File: config.mk
export PLATFORM = sky130hd
export DESIGN_NAME = golden_nonce_queue_flat
export DESIGN_NICKNAME = d
export VERILOG_FILES = /design/src/rtl/miner_pkg.sv /design/src/rtl/golden_nonce_queue_if.sv /design/src/rtl/sync_fifo_fwft.sv /design/src/rtl/golden_nonce_queue.sv /design/src/flat_wrapper.sv
export SDC_FILE = /design/constraint.sdc
export NUM_CORES = 1
export LEC_CHECK = 0
export CAP_MARGIN = 20
export CORE_UTILIZATION = 45
export DETAILED_ROUTE_END_ITERATION = 10
export PLACE_DENSITY_LB_ADDON = 0.08
export SLEW_MARGIN = 10
export SYNTH_ARGS = -nofsm -noshare
export SYNTH_HDL_FRONTEND = slang
export SYNTH_SLANG_ARGS = --single-unit
File: constraint.sdc
create_clock -name hash_clk -period 4.3 [get_ports hash_clk]
set_input_delay 0.86 -clock hash_clk [delete_from_list [all_inputs] [get_ports hash_clk]]
set_output_delay 0.86 -clock hash_clk [all_outputs]
set_load 0.005 [all_outputs]
File: src/rtl/miner_pkg.sv
// Widths and small helpers shared by the miner result path.
package miner_pkg;

  localparam int unsigned GOLDEN_NONCE_WIDTH = 32;
  localparam int unsigned DROP_CNT_WIDTH     = 16;

  typedef logic [GOLDEN_NONCE_WIDTH-1:0] nonce_t;
  typedef logic [DROP_CNT_WIDTH-1:0]     drop_cnt_t;

  // Saturating increment: the drop counter sticks at all-ones rather than wrapping.
  function automatic drop_cnt_t drop_cnt_inc(input drop_cnt_t cnt);
    return (cnt == '1) ? cnt : cnt + 1'b1;
  endfunction

endpackage

File: src/rtl/golden_nonce_queue_if.sv
// Finder-to-host result bus: golden-nonce capture inputs and the tagged valid/ready output stream.
interface golden_nonce_queue_if
  import miner_pkg::*;
#(
  parameter int unsigned DEPTH_LOG2    = 3,
  parameter int unsigned WORK_ID_WIDTH = 4
);

  logic                     rx_found;
  nonce_t                   rx_nonce;
  logic                     rx_new_work;
  logic                     rx_clear_overflow;
  logic                     tx_valid;
  logic                     tx_ready;
  nonce_t                   tx_nonce;
  logic [WORK_ID_WIDTH-1:0] tx_work_id;
  logic [DEPTH_LOG2:0]      tx_count;
  logic                     tx_overflow;
  drop_cnt_t                tx_dropped;

  // The queue is the master: it sources the tx stream.
  modport master (
    input  rx_found, rx_nonce, rx_new_work, rx_clear_overflow, tx_ready,
    output tx_valid, tx_nonce, tx_work_id, tx_count, tx_overflow, tx_dropped
  );

  modport slave (
    output rx_found, rx_nonce, rx_new_work, rx_clear_overflow, tx_ready,
    input  tx_valid, tx_nonce, tx_work_id, tx_count, tx_overflow, tx_dropped
  );

endinterface

File: src/rtl/sync_fifo_fwft.sv
// Generic synchronous first-word-fall-through FIFO with occupancy count and flush.
module sync_fifo_fwft #(
  parameter int unsigned WIDTH      = 36,
  parameter int unsigned DEPTH_LOG2 = 3
) (
  input  logic                  clk_i,
  input  logic                  rst_i,
  input  logic                  flush_i,
  input  logic                  push_i,
  input  logic                  pop_i,
  input  logic [WIDTH-1:0]      wdata_i,
  output logic [WIDTH-1:0]      rdata_o,
  output logic                  push_ok_o,
  output logic                  full_o,
  output logic                  empty_o,
  output logic [DEPTH_LOG2:0]   count_o
);

  localparam int unsigned Depth = 1 << DEPTH_LOG2;
  localparam logic [DEPTH_LOG2:0] DepthCnt = (DEPTH_LOG2 + 1)'(Depth);

  logic [WIDTH-1:0]      mem_q [Depth];
  logic [DEPTH_LOG2-1:0] rptr_q, rptr_d, wptr_q, wptr_d;
  logic [DEPTH_LOG2-1:0] rptr_base, wptr_base;
  logic [DEPTH_LOG2:0]   count_q, count_d, count_base;
  logic                  do_push, do_pop;

  always_comb begin
    empty_o = (count_q == '0);
    full_o  = (count_q == DepthCnt);
    // A flush discards everything first, so a same-cycle pop has nothing to remove
    // and a same-cycle push always lands in the freshly emptied slot 0.
    do_pop  = pop_i & ~empty_o & ~flush_i;
    do_push = push_i & (~full_o | do_pop | flush_i);

    rptr_base  = flush_i ? '0 : rptr_q;
    wptr_base  = flush_i ? '0 : wptr_q;
    count_base = flush_i ? '0 : count_q;

    rptr_d  = rptr_base + DEPTH_LOG2'(do_pop);
    wptr_d  = wptr_base + DEPTH_LOG2'(do_push);
    count_d = count_base + (DEPTH_LOG2 + 1)'(do_push) - (DEPTH_LOG2 + 1)'(do_pop);

    push_ok_o = do_push;
    count_o   = count_q;
    rdata_o   = empty_o ? '0 : mem_q[rptr_q];
  end

  always_ff @(posedge clk_i) begin
    if (rst_i) begin
      rptr_q  <= '0;
      wptr_q  <= '0;
      count_q <= '0;
    end else begin
      rptr_q  <= rptr_d;
      wptr_q  <= wptr_d;
      count_q <= count_d;
    end
  end

  always_ff @(posedge clk_i) begin
    if (!rst_i && do_push) begin
      mem_q[wptr_base] <= wdata_i;
    end
  end

endmodule

File: src/rtl/golden_nonce_queue.sv
// Tags golden-nonce finds with the current work ID and queues them for the host,
// counting finds that arrive while the queue is full.
module golden_nonce_queue
  import miner_pkg::*;
#(
  parameter int unsigned DEPTH_LOG2    = 3,
  parameter int unsigned WORK_ID_WIDTH = 4,
  parameter bit          FLUSH_ON_WORK = 1'b0
) (
  input logic                  hash_clk,
  input logic                  reset,
  golden_nonce_queue_if.master bus
);

  typedef struct packed {
    logic [WORK_ID_WIDTH-1:0] work_id;
    nonce_t                   nonce;
  } entry_t;

  logic [WORK_ID_WIDTH-1:0] work_id_q, work_id_d;
  logic                     overflow_q, overflow_d;
  drop_cnt_t                dropped_q, dropped_d;

  entry_t              wr_entry, head;
  logic                flush, pop, push_ok, drop;
  logic                fifo_full, fifo_empty;
  logic [DEPTH_LOG2:0] fifo_count;

  always_comb begin
    flush    = FLUSH_ON_WORK & bus.rx_new_work;
    pop      = ~fifo_empty & bus.tx_ready;
    // Finds are tagged with the ID in force before any same-cycle new-work increment.
    wr_entry = '{work_id: work_id_q, nonce: bus.rx_nonce};
    drop     = bus.rx_found & ~push_ok;
  end

  sync_fifo_fwft #(
    .WIDTH      ($bits(entry_t)),
    .DEPTH_LOG2 (DEPTH_LOG2)
  ) u_fifo (
    .clk_i     (hash_clk),
    .rst_i     (reset),
    .flush_i   (flush),
    .push_i    (bus.rx_found),
    .pop_i     (pop),
    .wdata_i   (wr_entry),
    .rdata_o   (head),
    .push_ok_o (push_ok),
    .full_o    (fifo_full),
    .empty_o   (fifo_empty),
    .count_o   (fifo_count)
  );

  always_comb begin
    work_id_d  = work_id_q + WORK_ID_WIDTH'(bus.rx_new_work);
    overflow_d = overflow_q;
    dropped_d  = dropped_q;
    if (bus.rx_clear_overflow) begin
      overflow_d = 1'b0;
      dropped_d  = '0;
    end
    // A drop in the clearing cycle is counted against the freshly cleared state.
    if (drop) begin
      overflow_d = 1'b1;
      dropped_d  = drop_cnt_inc(dropped_d);
    end
  end

  always_ff @(posedge hash_clk) begin
    if (reset) begin
      work_id_q  <= '0;
      overflow_q <= 1'b0;
      dropped_q  <= '0;
    end else begin
      work_id_q  <= work_id_d;
      overflow_q <= overflow_d;
      dropped_q  <= dropped_d;
    end
  end

  always_comb begin
    bus.tx_valid    = ~fifo_empty;
    bus.tx_nonce    = head.nonce;
    bus.tx_work_id  = head.work_id;
    bus.tx_count    = fifo_count;
    bus.tx_overflow = overflow_q;
    bus.tx_dropped  = dropped_q;
  end

  logic unused_full;
  assign unused_full = fifo_full;

endmodule

File: src/flat_wrapper.sv
// flat-port wrapper written by rule: the top's interface ports become plain ports
module golden_nonce_queue_flat import miner_pkg::*;
#(
  parameter int unsigned DEPTH_LOG2    = 3,
  parameter int unsigned WORK_ID_WIDTH = 4,
  parameter bit          FLUSH_ON_WORK = 1'b0
)
  (hash_clk, reset, bus_rx_found, bus_rx_nonce, bus_rx_new_work, bus_rx_clear_overflow, bus_tx_ready, bus_tx_valid, bus_tx_nonce, bus_tx_work_id, bus_tx_count, bus_tx_overflow, bus_tx_dropped);
  golden_nonce_queue_if #(.DEPTH_LOG2(DEPTH_LOG2), .WORK_ID_WIDTH(WORK_ID_WIDTH)) bus_i ();
  input logic hash_clk;
  input logic reset;
  input wire logic [$bits(bus_i.rx_found)-1:0] bus_rx_found;
  input wire logic [$bits(bus_i.rx_nonce)-1:0] bus_rx_nonce;
  input wire logic [$bits(bus_i.rx_new_work)-1:0] bus_rx_new_work;
  input wire logic [$bits(bus_i.rx_clear_overflow)-1:0] bus_rx_clear_overflow;
  input wire logic [$bits(bus_i.tx_ready)-1:0] bus_tx_ready;
  output wire logic [$bits(bus_i.tx_valid)-1:0] bus_tx_valid;
  output wire logic [$bits(bus_i.tx_nonce)-1:0] bus_tx_nonce;
  output wire logic [$bits(bus_i.tx_work_id)-1:0] bus_tx_work_id;
  output wire logic [$bits(bus_i.tx_count)-1:0] bus_tx_count;
  output wire logic [$bits(bus_i.tx_overflow)-1:0] bus_tx_overflow;
  output wire logic [$bits(bus_i.tx_dropped)-1:0] bus_tx_dropped;
  assign bus_i.rx_found = bus_rx_found;
  assign bus_i.rx_nonce = bus_rx_nonce;
  assign bus_i.rx_new_work = bus_rx_new_work;
  assign bus_i.rx_clear_overflow = bus_rx_clear_overflow;
  assign bus_i.tx_ready = bus_tx_ready;
  assign bus_tx_valid = bus_i.tx_valid;
  assign bus_tx_nonce = bus_i.tx_nonce;
  assign bus_tx_work_id = bus_i.tx_work_id;
  assign bus_tx_count = bus_i.tx_count;
  assign bus_tx_overflow = bus_i.tx_overflow;
  assign bus_tx_dropped = bus_i.tx_dropped;
  golden_nonce_queue #(.DEPTH_LOG2(DEPTH_LOG2), .WORK_ID_WIDTH(WORK_ID_WIDTH), .FLUSH_ON_WORK(FLUSH_ON_WORK)) u_core (.hash_clk(hash_clk), .reset(reset), .bus(bus_i));
endmodule
# Word-level counts from Yosys, hierarchy flattened
# Memories as Yosys holds them, arrays and structs flattened. A register that Yosys moved wholly into a read port is not among the register bits.
# Index checks and enable logic that the tools add are counted.
op_classes:
  n_addsub: 6
  multipliers: 0
  n_div: 0
  n_lt_le_gt_ge: 0
  eq_ne: 2
  n_shift: 0
  mux: 9
  n_bitwise: 8
  n_reduce_logical: 4
ops:
  columns: ["cell", "count"]
  rows:
  - ["two-way mux 16 bit", 3]
  - ["two-way mux 36 bit", 1]
  - ["adder 16 x 1 -> 16 bit (second input constant)", 1]
  - ["equality test 16 bit (second input constant)", 1]
  - ["adder 4 x 1 -> 4 bit", 2]
  - ["adder 3 x 1 -> 3 bit", 2]
  - ["bitwise AND 1 bit", 4]
  - ["equality test 4 bit (second input constant)", 1]
  - ["zero test 4 bit", 1]
  - ["two-way mux 1 bit", 4]
  - ["subtractor 4 x 1 -> 4 bit", 1]
  - ["two-way mux 3 bit", 1]
  - ["NOT 1 bit", 3]
  - ["nonzero test 2 bit", 1]
  - ["logical AND 1 bit", 1]
  - ["zero test 1 bit", 1]
  - ["bitwise OR 1 bit", 1]
totals:
  register_bits: 31
  latchBits: 0
  ramBits: 288
  rom_bits: 0
  input_bits: 38
  out_inout_bits: 58
  memories: 1
memory_table:
  columns: ["memory", "words", "width", "rd", "rd_clocked_by_memory_dff", "wr", "line_no", "source"]
  rows:
  - ["u_core.u_fifo.mem_q", 8, 36, 1, 1, 1, "sync_fifo_fwft.sv:22", "logic [WIDTH-1:0] mem_q [Depth];"]

# Depth between registers and ports, before layout
# Gate-level depths: netlist of the first run.
depth:
  word_depth: 9
  depth_mapped: 13
  depth_no_buf: 12

# Cells and area by module
# From an unflattened synthesis of the first run, not the netlist that was laid out.
unflattened:
  cells_unflattened: 793
  area_unflattened_um2: 13135.1
by_module_without_submodules:
  columns: ["mod", "n_inst", "cells_per_inst", "area_per_inst_um2", "seq_area_each_um2"]
  rows:
  - ["sync_fifo_fwft", 1, 651, 11897.7, 8848.5]
  - ["golden_nonce_queue", 1, 142, 1237.4, 420.4]

# Worst setup path after synthesis of the first run
# OpenSTA, ideal clock, no wires.
synth_timing:
  path_type: "input port to flip-flop"
  from: "input bus_tx_ready"
  to: "memory u_core.u_fifo.mem_q[0][0], enable pin"
  arrival_ps: 3975
  t_required_ps: 3826
  path_slack_ps: -149
  stages: 5
  path_buffers: 0
  path_cell_list: "nand2b_1 > nand3_1 > nand2_1 > or3_1 > nor3_1"
synth_between:
  elab_chain_cells: 7
synth_rtl:
  columns: ["element", "line_no", "source"]
  rows:
  - ["start: declaration", "flat_wrapper.sv:16", "input wire logic [$bits(bus_i.tx_ready)-1:0] bus_tx_ready;"]
  - ["bitwise AND 1 bit", "golden_nonce_queue.sv:31", "pop = ~fifo_empty & bus.tx_ready;"]
  - ["bitwise AND 1 bit", "sync_fifo_fwft.sv:33", "do_pop = pop_i & ~empty_o & ~flush_i;"]
  - ["bitwise OR 1 bit", "sync_fifo_fwft.sv:34", "do_push = push_i & (~full_o | do_pop | flush_i);"]
  - ["bitwise AND 1 bit", "sync_fifo_fwft.sv:34", null]
  - ["logical AND 1 bit", "sync_fifo_fwft.sv:62", "if (!rst_i && do_push) begin"]
  - ["two-way mux 1 bit", "sync_fifo_fwft.sv:62", null]
  - ["two-way mux 1 bit (not written as such)", "sync_fifo_fwft.sv:63", "mem_q[wptr_base] <= wdata_i;"]
  - ["end: declaration", "sync_fifo_fwft.sv:22", null]
# No other way between the ends.

==> results_dict.tcl, run 1 <==
set metrics [dict create \
    synth_top_area_cell "edfxtp_1" \
    grt_pass1_wl_um 39100 \
    internal-power_uw 6310 \
    die_x_um 170 \
    synth_warnings 0 \
    synth_cell_types 42 \
    hpwlAfterDp_um 15000 \
    drt_wl_total_um 25200 \
    clk_path_buf_depth 3 \
    yosysMostFrequentCell "edfxtp_1" \
    grt.total_usage_pct 18.3 \
    drc 0 \
    powerDensity_mw_per_mm2 550 \
    min_period_ns 3.65 \
    htree_num_levels 2 \
    cts_resized 0 \
    finalSetupViolCount 0 \
    outcome "completed" \
    period_share_pct 85.0 \
    rr_worst_depth 8 \
    skew_ns 0.0126 \
    arrival_ns 2.79 \
    post-route-cell-area_sq_mm 0.0153 \
    path_cells "buf_12, mux4_2, mux2i_1, nor2_1, clkdlybuf4s50_1" \
    rrSetupSlack_ns 1.76 \
    synth_edf_count 288 \
    grt_pass1_vias 6684 \
    syn_nets 702 \
    cts_hold_buf 0 \
    yosys-top-cells-area "edfxtp_1 (68%), mux4_2 (13%), dfxtp_1 (4.9%)" \
    yosysSeqAreaShare_pct 73.0 \
    cts_sinks 319 \
    fin_util_pct 55.2 \
    hold_path.startpoint "u_core.bus.tx_overflow" \
    timing.rr.end "u_core.u_fifo.mem_q[0][4]" \
    portBuffers 95 \
    cap_violations 0 \
    clock_latency_ns 0.50 \
    antenna_cells 0 \
    tns_ns 0 \
    power.share.switching_pct 25.2 \
    hold_viol 0 \
    clock-root-buffer "clkbuf_16" \
    drive_gt1_share_pct 21.9 \
    cts_made_buffers 34 \
    worstSetupEndpointType "output port" \
    drt_iter0_drc 317 \
    hold_path_class "flip-flop to flip-flop" \
    max_freq_mhz 274 \
    dieArea_sq_mm 0.0289 \
    grt_antenna_before_repair 0 \
    finalNetCount 831 \
    slew_headroom_pct 61.8 \
    core_sq_mm 0.0278 \
    power_frac_comb_pct 24.3 \
    num_vias 6205 \
    netlist_area_sq_mm 0.0127 \
    cts_tree "yes" \
    vdd_drop_max_v 0.000341 \
    setup.worst_path.start "u_core.u_fifo.rptr_q[0]" \
    cp-start-kind "flip-flop" \
    clkPwrFrac_pct 32.4 \
    grt_max_degree 35 \
    worstPathRequired_ns 3.44 \
    synth_top_flop_cell "edfxtp_1" \
    worst_pin_slew_ns 0.573 \
    ios 96 \
    postSynth.asyncResetShare_pct 0 \
    cts.clk_slew.worst_paths_ns 0.05 \
    crit_type "flip-flop to output port" \
    critical_path.top_delay_family "buffers and inverters" \
    switchingPower_uw 2120 \
    avgSynthCellArea_sq_um 19.5 \
    power_uw 8440 \
    post_cts_buffers 0 \
    power.leakage_uw 0.00487 \
    max_stage_delay_ns 0.67 \
    std_cell_rows 61 \
    synthTopCellsByCount "edfxtp_1 (288), mux4_2 (72), nor2_1 (62), mux2i_1 (38), dfxtp_1 (31)" \
    dpl_cell_area_sq_mm 0.0143 \
    synth_top_area_share_pct 68.1 \
    ys_seq_elements 319 \
    endpoint "bus_tx_nonce[13]" \
    grt.overflow.total 0 \
    vias_per_cell 5.25 \
    cp.depth 5 \
    seq_power_share_pct 43.3 \
    r2r_start "u_core.u_fifo.count_o[3]" \
    detail-route-antenna-nets 0 \
    finalMaxSlewViolations 0 \
    rsz0062_at_grt "no" \
    dr.pass1.iters 4 \
    crit_slowest_cell "dfxtp_4" \
    post_drt_wl_per_cell_um 21.4 \
    gp_congestion 0.761 \
    hold_ws_ns 0.480 \
    initial_utilization_pct 45.7 \
    die-height_um 170 \
    critPathBufInv 2 \
    syn_to_final_growth_pct 20.8 \
    crit_fanout 32 \
    synthCells 651 \
]
registers in the layout, summed over array words and instances, names as in the netlist:
name,flops
u_core.u_fifo.mem_q,288
u_core.u_fifo.wptr_q,3
u_core.bus.tx_overflow,1
u_core.work_id_q,4
u_core.u_fifo.rptr_q,3
u_core.bus.tx_dropped,16
u_core.u_fifo.count_o,4
cell families after synthesis:
group	synth area share [%]
AOI/OAI and AO/OA	1.25
xor gates and xnor gates	1.17
adders and majority gates	1.34
buffers and inverters	1.29
DFF	73.0
muxes	15.8
and+or+nand+nor	6.18
area by class of cell:
type | count | area [sq um]
clock buffers | 48 | 935
multi-input cells | 294 | 3330
inverters | 9 | 33.8
flip-flops and latches | 319 | 9280
clock inverters | 12 | 108
repair buffers | 122 | 1180
fillers | 2194 | 12400
well taps | 378 | 473
worst register-to-register path: cells and delay by family, from the launching register on:
kind | cells | cell delay [ns]
AND/OR/NAND/NOR | 5 | 1.12
adder cells (fa/ha/maj) | 1 | 0.19
buffers and inverters | 2 | 0.49
flip-flops | 1 | 0.36
power groups by stage:
stage          sequential (uW)  clock (uW)  combinational, uW
6_report                  3650        2740               2050
5_1_grt                   3680        2930               2230
4_1_cts                   3660        2810               2110
3_5_place_dp              3730           0               2100
3_3_place_gp              3720           0               2070
2_1_floorplan             3610           0               1230
layout by cell type, fill, tap and decap left out, types with 12 or more instances in the layout:
cell and instances:
nor2b_1 12, clkbuf_1 12, xnor2_1 15, edfxtp_1 288, buf_4 25, mux4_2 72, clkdlybuf4s50_1 95, clkbuf_16 35
mux2i_1 38, ha_1 12, nor2_1 56, dfxtp_1 28
layer usage:
layer	vias up	share of wire, %	global-route usage [%]
met5	-	0	0
met3	36	3.6	3.09
met1	3193	43	24.2
met4	0	1.9	5.33
li1	2852	-	-
met2	124	51	31.1
how the worst min path moves through the flow:
stage                                   to  slack (ns)  depth (start not counted)
floorplan           u_core.bus.tx_overflow        0.47                          2
global placement    u_core.bus.tx_overflow        0.46                          2
CTS                 u_core.bus.tx_overflow        0.48                          2
detailed placement  u_core.bus.tx_overflow        0.47                          2
finish              u_core.bus.tx_overflow        0.48                          2
global route        u_core.bus.tx_overflow        0.52                          2
metrics by stage:
step	instances	setup slack, ns
floorplan	651	0.112
global placement	1122	1.07
detailed placement	1122	1.06
CTS	1182	0.521
global route	1182	0.410
finish	1182	0.646
Power figures use the tool's default switching activity.
==> run 2, diff against run 1 <==
- clock period: 4.3 -> 3.19 ns (I/O delays scaled with it)
==> run 2 against run 1 <==
Effect of this change:
- cell count is 0.93% higher
- sequential share of layout area fell by 0.92 points
- critical path type unchanged
- clock power rose by 38%
- setup slack got worse by 0.55 ns
- hold slack better by 0.019 ns
- largest power group unchanged
- design area grew 1.6%
==> results_dict.tcl, run 2 (synthesis results as in run 1) <==
set metrics [dict create \
    hpwlAfterDp_um 15200 \
    setup.worst_path.start "u_core.u_fifo.rptr_q[0]" \
    cts_made_buffers 34 \
    holdPathStages 2 \
    hold_viol 0 \
    final_cell_mix "edfxtp_1 (288), clkdlybuf4s50_1 (91), mux4_2 (72), nor2_1 (56), mux2i_1 (37)" \
    dieArea_sq_mm 0.0289 \
    max_stage_delay_ns 0.49 \
    worstPathRequired_ns 2.55 \
    crit_fanout 6 \
    post_drt_wl_per_cell_um 21.8 \
    vdd_drop_max_v 0.000375 \
    ios 96 \
    die_x_um 170 \
    crit_type "flip-flop to output port" \
    grt.overflow.total 0 \
    syn_to_final_growth_pct 22.6 \
    grt_antenna_before_repair 0 \
    drive_gt1_share_pct 23.4 \
    regMostFlops "u_core.u_fifo.mem_q" \
    cts_sinks 319 \
    antenna_cells 0 \
    hold_ws_ns 0.499 \
    dp.cells 1126 \
    layout_commonest_cell "edfxtp_1" \
    detail-route-antenna-nets 0 \
    gp_congestion 0.745 \
    fillCellCount 2200 \
    clk_path_buf_depth 3 \
    period_share_pct 97.1 \
    htree_num_levels 2 \
    whs_endpoint "u_core.bus.tx_overflow" \
    path_cells "buf_4, buf_12, mux4_2, mux2i_1, nor2_1, clkdlybuf4s50_1" \
    timing.rr.end "u_core.u_fifo.mem_q[0][20]" \
    slew_headroom_pct 70.4 \
    powerDensity_mw_per_mm2 748 \
    arrival_ns 2.46 \
    cts.clk_slew.worst_paths_ns 0.06 \
    rrSetupSlack_ns 0.70 \
    hold_path.startpoint "u_core.bus.tx_overflow" \
    worstSetupEndpointType "output port" \
    std_cell_rows 61 \
    rr_worst_depth 8 \
    grt.total_usage_pct 18.5 \
    cts_tree "yes" \
    r2r_start "u_core.u_fifo.count_o[2]" \
    core_sq_mm 0.0278 \
    initial_utilization_pct 45.7 \
    finalSetupViolCount 0 \
    cts_hold_buf 0 \
    clock-root-buffer "clkbuf_16" \
    grt_pass1_wl_um 40000 \
    num_vias 6366 \
    finalMaxSlewViolations 0 \
    critical_path.top_delay_family "buffers and inverters" \
    die-height_um 170 \
    portBuffers 95 \
    hold_path_class "flip-flop to flip-flop" \
    grt_max_degree 30 \
    dr.pass1.iters 6 \
    clock_latency_ns 0.51 \
    final_cells 1193 \
    vias_per_cell 5.34 \
    crit_slowest_cell "mux4_2" \
    finalNetCount 843 \
    cp-start-kind "flip-flop" \
    cap_violations 0 \
    largest_reg_flops 288 \
    drt_wl_total_um 26000 \
    power.leakage_uw 0.00502 \
    skew_ns 0.0142 \
    outcome "completed" \
    drc 0 \
    worst_pin_slew_ns 0.444 \
    rsz0062_at_grt "yes" \
    drt_iter0_drc 432 \
    max_freq_mhz 323 \
    critPathBufInv 3 \
    min_period_ns 3.10 \
    grt_pass1_vias 6829 \
]
[run 2: changes by cell type in the layout (fill, tap and decap cells not counted), sizes merged]
cell           change
buf               +12
clkdlybuf4s50      -4
dlymetal6s2s       +4
bufinv             +1
clkbuf             -5
clkinv             +3
[run 2: where the power goes]
| group | switching [uW] | total, uW | leakage (uW) | internal [uW] |
|---|---|---|---|---|
| sequential | 125 | 4860 | 0.00285 | 4730 |
| clock | 1520 | 3770 | 0.000521 | 2250 |
| combinational | 1320 | 3020 | 0.00164 | 1700 |
[run 2: per-stage QoR]
stage / power (uW) / TNS (ns) / cell area, sq um / worst slack, ns / util (%)
3_3_place_gp: 7880 / 0 / 14400 / 0.292 / 51.9
3_5_place_dp: 7920 / 0 / 14400 / 0.225 / 51.9
2_1_floorplan: 6530 / -7.82 / 12700 / -0.109 / -
4_1_cts: 11800 / 0 / 15500 / 0.0484 / 55.9
5_1_grt: 12200 / -0.0813 / 15600 / -0.0271 / 56.0
6_report: 11600 / 0 / 15600 / 0.0929 / 56.0
[run 2: layer usage]
metal | global-route usage, % | routed length (um) | part of all wire [%] | up-vias
li1 | - | - | - | 2875
met1 | 25.3 | 11600 | 44 | 3317
met2 | 31.0 | 13000 | 50 | 132
met3 | 2.47 | 962 | 3.7 | 42
met4 | 5.64 | 505 | 1.9 | 0
met5 | 0 | 0 | 0 | -
[run 2: how the worst max path moves through the flow]
| stage | to | slack, ns | depth (start not counted) |
|---|---|---|---|
| 2_1_floorplan | u_core.u_fifo.mem_q[2][0] | -0.11 | 7 |
| 3_3_place_gp | u_core.u_fifo.mem_q[0][28] | 0.29 | 7 |
| 3_5_place_dp | u_core.bus.tx_dropped[14] | 0.23 | 8 |
| 4_1_cts | bus_tx_work_id[3] | 0.05 | 5 |
| 5_1_grt | bus_tx_nonce[5] | -0.03 | 6 |
| 6_report | bus_tx_nonce[6] | 0.09 | 6 |
[run 2: timing repair]
item	4_1_cts	5_1_grt
setup endpoints to repair	30	10
resized for setup	0	6
cloned	0	0
setup buffers	7	1
endpoints found under the hold margin	0	0
[run 2: worst register-to-register path: cells and delay by family, from the launching register on]
| family | cells | cell delay [ns] |
|---|---|---|
| AND/OR/NAND/NOR | 5 | 1.16 |
| flip-flops | 1 | 0.32 |
| buffers and inverters | 2 | 0.46 |
| adder cells (fa/ha/maj) | 1 | 0.21 |
[run 2: area by class of cell]
class                      instances  area [sq um]  share of cell area (%)
multi-input combinational        294          3350                    21.5
inverter                           9          33.8                   0.217
sequential                       319          9280                    59.6
clock inverter                    16           151                   0.972
clock buffer                      43           906                    5.82
timing repair buffer             134          1380                    8.88
tap                              378           473                    3.04
==> run 3, diff against run 2 <==
- DONT_BUFFER_PORTS: unset -> 1
==> run 3 against run 2 <==
Effect of this change:
- die area is the same
- utilization shrank 4.0 points
- first-iteration DRC count grew 7.2%
- power shrank 7.4%
- design area shrank 7.2%
- cell count shrank 9.2%
- hold slack lost 0.30 ns
- via count shrank 7.5%
- clock skew grew 0.0022 ns
- largest cell class unchanged
==> results_dict.tcl, run 3 (synthesis results as in run 1) <==
set metrics [dict create \
    power.leakage_uw 0.00452 \
    vdd_drop_max_v 0.000379 \
    finalSetupViolCount 0 \
    drc 0 \
    powerDensity_mw_per_mm2 746 \
    cp-start-kind "flip-flop" \
    drive_gt1_share_pct 24.7 \
    outcome "completed" \
    worstSetupEndpointType "output port" \
    clk_path_buf_depth 3 \
    grt_pass1_wl_um 38100 \
    dpl_cell_area_sq_mm 0.0134 \
    antenna_cells 0 \
    die_x_um 170 \
    drt_iter0_drc 463 \
    grt.overflow.total 0 \
    grt_max_degree 37 \
    initial_utilization_pct 45.7 \
    ios 96 \
    std_cell_rows 61 \
    max_stage_delay_ns 0.53 \
    cts.clk_slew.worst_paths_ns 0.06 \
    crit_slowest_cell "dfxtp_4" \
    drt_wl_total_um 24600 \
    num_vias 5891 \
    final_cell_mix "edfxtp_1 (288), mux4_2 (72), nor2_1 (56), mux2i_1 (38), clkbuf_16 (35)" \
    portBuffers 0 \
    detail-route-antenna-nets 0 \
    grt.total_usage_pct 17.8 \
    cts_resized 0 \
    final_cells 1083 \
    path_cells "buf_12, mux4_2, mux2i_1, nor2_1" \
    clock_latency_ns 0.50 \
    hpwlAfterDp_um 14400 \
    dr.pass1.iters 4 \
    grt_antenna_before_repair 0 \
    finalNetCount 733 \
    slew_headroom_pct 66.3 \
    worstPathRequired_ns 2.55 \
    period_share_pct 92.3 \
    cts_hold_buf 0 \
    dp.cells 1023 \
    hold_viol 0 \
    die-height_um 170 \
    arrival_ns 2.31 \
    hold_path_class "input port to flip-flop" \
    crit_type "flip-flop to output port" \
    post_cts_buffers 0 \
    post-route-cell-area_sq_mm 0.0144 \
    rsz0062_at_grt "no" \
    max_freq_mhz 340 \
    skew_ns 0.0164 \
    largest_reg_flops 288 \
    cap_violations 0 \
    regMostFlops "u_core.u_fifo.mem_q" \
    syn_to_final_growth_pct 13.8 \
    crit_fanout 34 \
    fin_util_pct 52.0 \
    fillCellCount 2244 \
    post_drt_wl_per_cell_um 22.7 \
    gp_congestion 0.733 \
    dieArea_sq_mm 0.0289 \
    cts_tree "yes" \
    min_period_ns 2.94 \
    layout_commonest_cell "edfxtp_1" \
    finalMaxSlewViolations 0 \
    cts_made_buffers 35 \
    core_sq_mm 0.0278 \
    clock-root-buffer "clkbuf_16" \
    grt_pass1_vias 6449 \
    worst_pin_slew_ns 0.505 \
    cts_sinks 319 \
    rrSetupSlack_ns 0.74 \
    power_uw 10800 \
    htree_num_levels 2 \
    vias_per_cell 5.44 \
]
run 3: cell count changes in the layout (fill, tap and decap cells not counted), sizes merged:
cell           delta
bufinv            +1
buf              -16
clkdlybuf4s50    -91
clkinv            -1
clkinvlp          +1
dlymetal6s2s      -4
run 3: worst paths after layout:
check	start	cells past startpoint	to
worst min register to register	u_core.bus.tx_overflow	2	u_core.bus.tx_overflow
worst min-delay path	reset	1	u_core.u_fifo.rptr_q[0]
worst max register to register	u_core.u_fifo.count_o[2]	8	u_core.u_fifo.mem_q[0][33]
worst max-delay path	u_core.u_fifo.rptr_q[0]	4	bus_tx_nonce[4]
run 3: final cells by class:
type,instances,area (sq um),area share [%]
Inverter,9,33.8,0.234
Sequential cell,319,9280,64.2
Multi-Input combinational cell,294,3330,23.1
Clock buffer,43,906,6.27
Tap cell,378,473,3.27
Clock inverter,17,186,1.29
Timing Repair Buffer,23,235,1.63
run 3: per-stage QoR:
step                worst slack (ns)  hold slack, ns  TNS, ns
CTS                            0.170           0.179        0
floorplan                     -0.109           0.467    -7.82
finish                         0.245           0.202        0
global route                   0.115           0.183        0
detailed placement             0.702           0.485        0
global placement               0.736           0.481        0
run 3: where the power goes:
part | switching, uW | total, uW | leakage [uW] | internal (uW)
sequential | 159 | 4890 | 0.00285 | 4730
clock | 1530 | 3870 | 0.000529 | 2340
combinational | 1050 | 2020 | 0.00114 | 972
run 3: routing by layer:
metal	up-vias	part of all wire (%)	global-route usage, %
li1	2653	-	-
met1	3097	44	23.1
met2	102	49	30.2
met3	39	4.4	3.91
met4	0	1.9	5.25
met5	-	0	0
run 3: worst max-delay path, delay by kind of cell, from the launching register on:
kind                   cells  cell delay, ns
buffers and inverters      1            0.33
multiplexers               2            0.83
AND/OR/NAND/NOR            1            0.10
flip-flops                 1            0.53
==> edit: new RTL, flow settings as in run 2 <==
`FLUSH_ON_WORK` is set to 1'b0 in 2 places; all go to 1'b1.
--- a/src/rtl/golden_nonce_queue.sv
+++ b/src/rtl/golden_nonce_queue.sv
@@ -7,3 +7,3 @@
   parameter int unsigned WORK_ID_WIDTH = 4,
-  parameter bit          FLUSH_ON_WORK = 1'b0
+  parameter bit          FLUSH_ON_WORK = 1'b1
 ) (
--- a/src/flat_wrapper.sv
+++ b/src/flat_wrapper.sv
@@ -5,3 +5,3 @@
   parameter int unsigned WORK_ID_WIDTH = 4,
-  parameter bit          FLUSH_ON_WORK = 1'b0
+  parameter bit          FLUSH_ON_WORK = 1'b1
 )
Check against the original RTL: not equivalent (a bounded check fails within 4 cycles, from zero or initial values and one cycle with reset high).
==> edit against run 2 <==
Register-to-register slack better by 0.02 ns; worst setup slack better by 0.053 ns; via count is 0.31% higher; area after synthesis is 1.0% lower; non-clock buffer count is 5 lower; count of clock-buffer cells in the layout is 4 higher; final cell count is 0.67% lower; cell area is 0.30% higher; wire length is 0.72% higher; global-route usage is 0.19 points higher; sequential cell count stayed put; sequential share of layout area is 0.18 points lower; critical endpoint is now bus_tx_nonce[3]; highest routed layer unchanged.
Power is not compared: it rests on default switching activity, and its combinational part moved more than twofold at a synthesized area within 25%.
==> edit: results (changes against run 2) <==
{
  "detailed_routing": {
    "avgViaCountPerCell": {"value": 5.39, "change": "+0.99%"},
    "drt-met1-wl": {"value": 10.9, "unit": "mm", "change": "-6.2%"},
    "firstDrtPassIters": {"value": 4, "change": "-2"},
    "routed-wl-met3": {"value": 1.33, "unit": "mm", "change": "+38%"},
    "dr.first_iter.drc_count": {"value": 387, "change": "-10%"},
    "wirelength": {"value": 26.2, "unit": "mm", "change": "+0.72%"},
    "drt-wirelength-per-cell": {"value": 22.1, "unit": "um", "change": "+1.4%"},
    "routed-wl-met2": {"value": 13.6, "unit": "mm", "change": "+4.6%"}
  },
  "layout": {
    "final_nets": {"value": 839, "change": "-0.47%"},
    "drive_gt1_share": {"value": 21.8, "unit": "%", "change": "-1.7 points"}
  },
  "status": {
    "outcome": "completed"
  },
  "worst_setup_path": {
    "arrival_worst_endpoint": {"value": 2.41, "unit": "ns", "change": "-0.05 ns"},
    "critical_path.max_fanout": {"value": 11, "change": "+5"}
  },
  "cts": {
    "ctsResizeCount": {"value": 2, "change": "+2"},
    "clkTransAtPathRegs": {"value": 0.06, "unit": "ns", "change": "about the same"},
    "post_cts_buffers": {"value": 1, "change": "-6"},
    "cts_inserted_buffers": {"value": 35, "change": "+2.9%"}
  },
  "global_routing": {
    "grt_first_pass_wirelength": {"value": 39.7, "unit": "mm", "change": "-0.74%"},
    "grt_util_met3": {"value": 3.19, "unit": "%", "change": "+0.73 points"},
    "first_global_vias": {"value": 6911, "change": "+1.2%"},
    "grt_start_max_net_pins": {"value": 39, "change": "+30%"},
    "globalRouteMet2Util": {"value": 32.9, "unit": "%", "change": "+2.0 points"},
    "met1_usage": {"value": 23.8, "unit": "%", "change": "-1.5 points"},
    "global_routing_usage_summed_across_all_routing_layers": {"value": 18.7, "unit": "%", "change": "+0.19 points"}
  },
  "synth": {
    "largest_cells_by_area_after_synthesis": "edfxtp_1, mux4_2, dfxtp_1, mux2i_1, nor2_1",
    "syn-instance-count": {"value": 653, "change": "+0.31%"},
    "sequential_share_of_the_synthesized_area": {"value": 73.7, "unit": "%", "change": "+0.73 points"},
    "count_of_flip_flops_with_a_built_in_enable_after_synthesis": {"value": 288, "change": "unchanged"},
    "postSynthNetCount": {"value": 703, "change": "+0.14%"},
    "synthDistinctLibCells": {"value": 42, "change": "unchanged"}
  },
  "place": {
    "globalplace.congestion": {"value": 0.853, "change": "+15%"},
    "dpl.hpwl": {"value": 14.5, "unit": "mm", "change": "-4.9%"},
    "place_area": {"value": 14300, "unit": "sq um", "change": "-0.47%"}
  },
  "timing": {
    "final.setup_skew": {"value": 0.0106, "unit": "ns", "change": "-0.00352 ns"}
  }
}
==> edit: logic make-up after synthesis <==
group	synth area share [%]
DFF	73.7
and+or+nand+nor	5.54
muxes	15.9
buffers and inverters	1.32
AOI/OAI and AO/OA	1.16
xor gates and xnor gates	1.05
adders and majority gates	1.25
==> edit: path summary, 6_finish.rpt <==
kind,from,endpoint,slack [ns],depth (start not counted)
worst min register to register,u_core.bus.tx_overflow$_SDFFE_PP0P_,u_core.bus.tx_overflow$_SDFFE_PP0P_,0.46,2
worst min-delay path,u_core.bus.tx_overflow$_SDFFE_PP0P_,u_core.bus.tx_overflow$_SDFFE_PP0P_,0.46,2
worst max-delay path,u_core.u_fifo.rptr_q[0]$_SDFF_PP0_,bus_tx_nonce[3],0.15,6
worst max register to register,u_core.u_fifo.count_o[1]$_SDFF_PP0_,u_core.u_fifo.count_o[2]$_SDFF_PP0_,0.72,10
==> edit: power groups by stage <==
stage | clock (uW) | sequential (uW) | combinational (uW)
detailed placement | 0 | 4730 | 894
finish | 3950 | 4640 | 915
floorplan | 0 | 4710 | 396
CTS | 4050 | 4640 | 909
global placement | 0 | 4730 | 882
global route | 4210 | 4640 | 992
==> edit: final cells by class <==
class | count | area, sq um
Timing Repair Buffer | 129 | 1470
Fill cell | 2088 | 11600
Inverter | 10 | 37.5
Clock inverter | 14 | 173
Sequential cell | 319 | 9280
Clock buffer | 47 | 961
Tap cell | 372 | 465
Multi-Input combinational cell | 294 | 3230
==> edit: worst max-delay path, stage by stage (launching register included) <==
cell and delay [ns]:
dfxtp_4 0.38, buf_4 0.11, buf_6 0.18, mux4_2 0.53, mux2i_1 0.18, nor2_1 0.06, clkdlybuf4s50_1 0.45
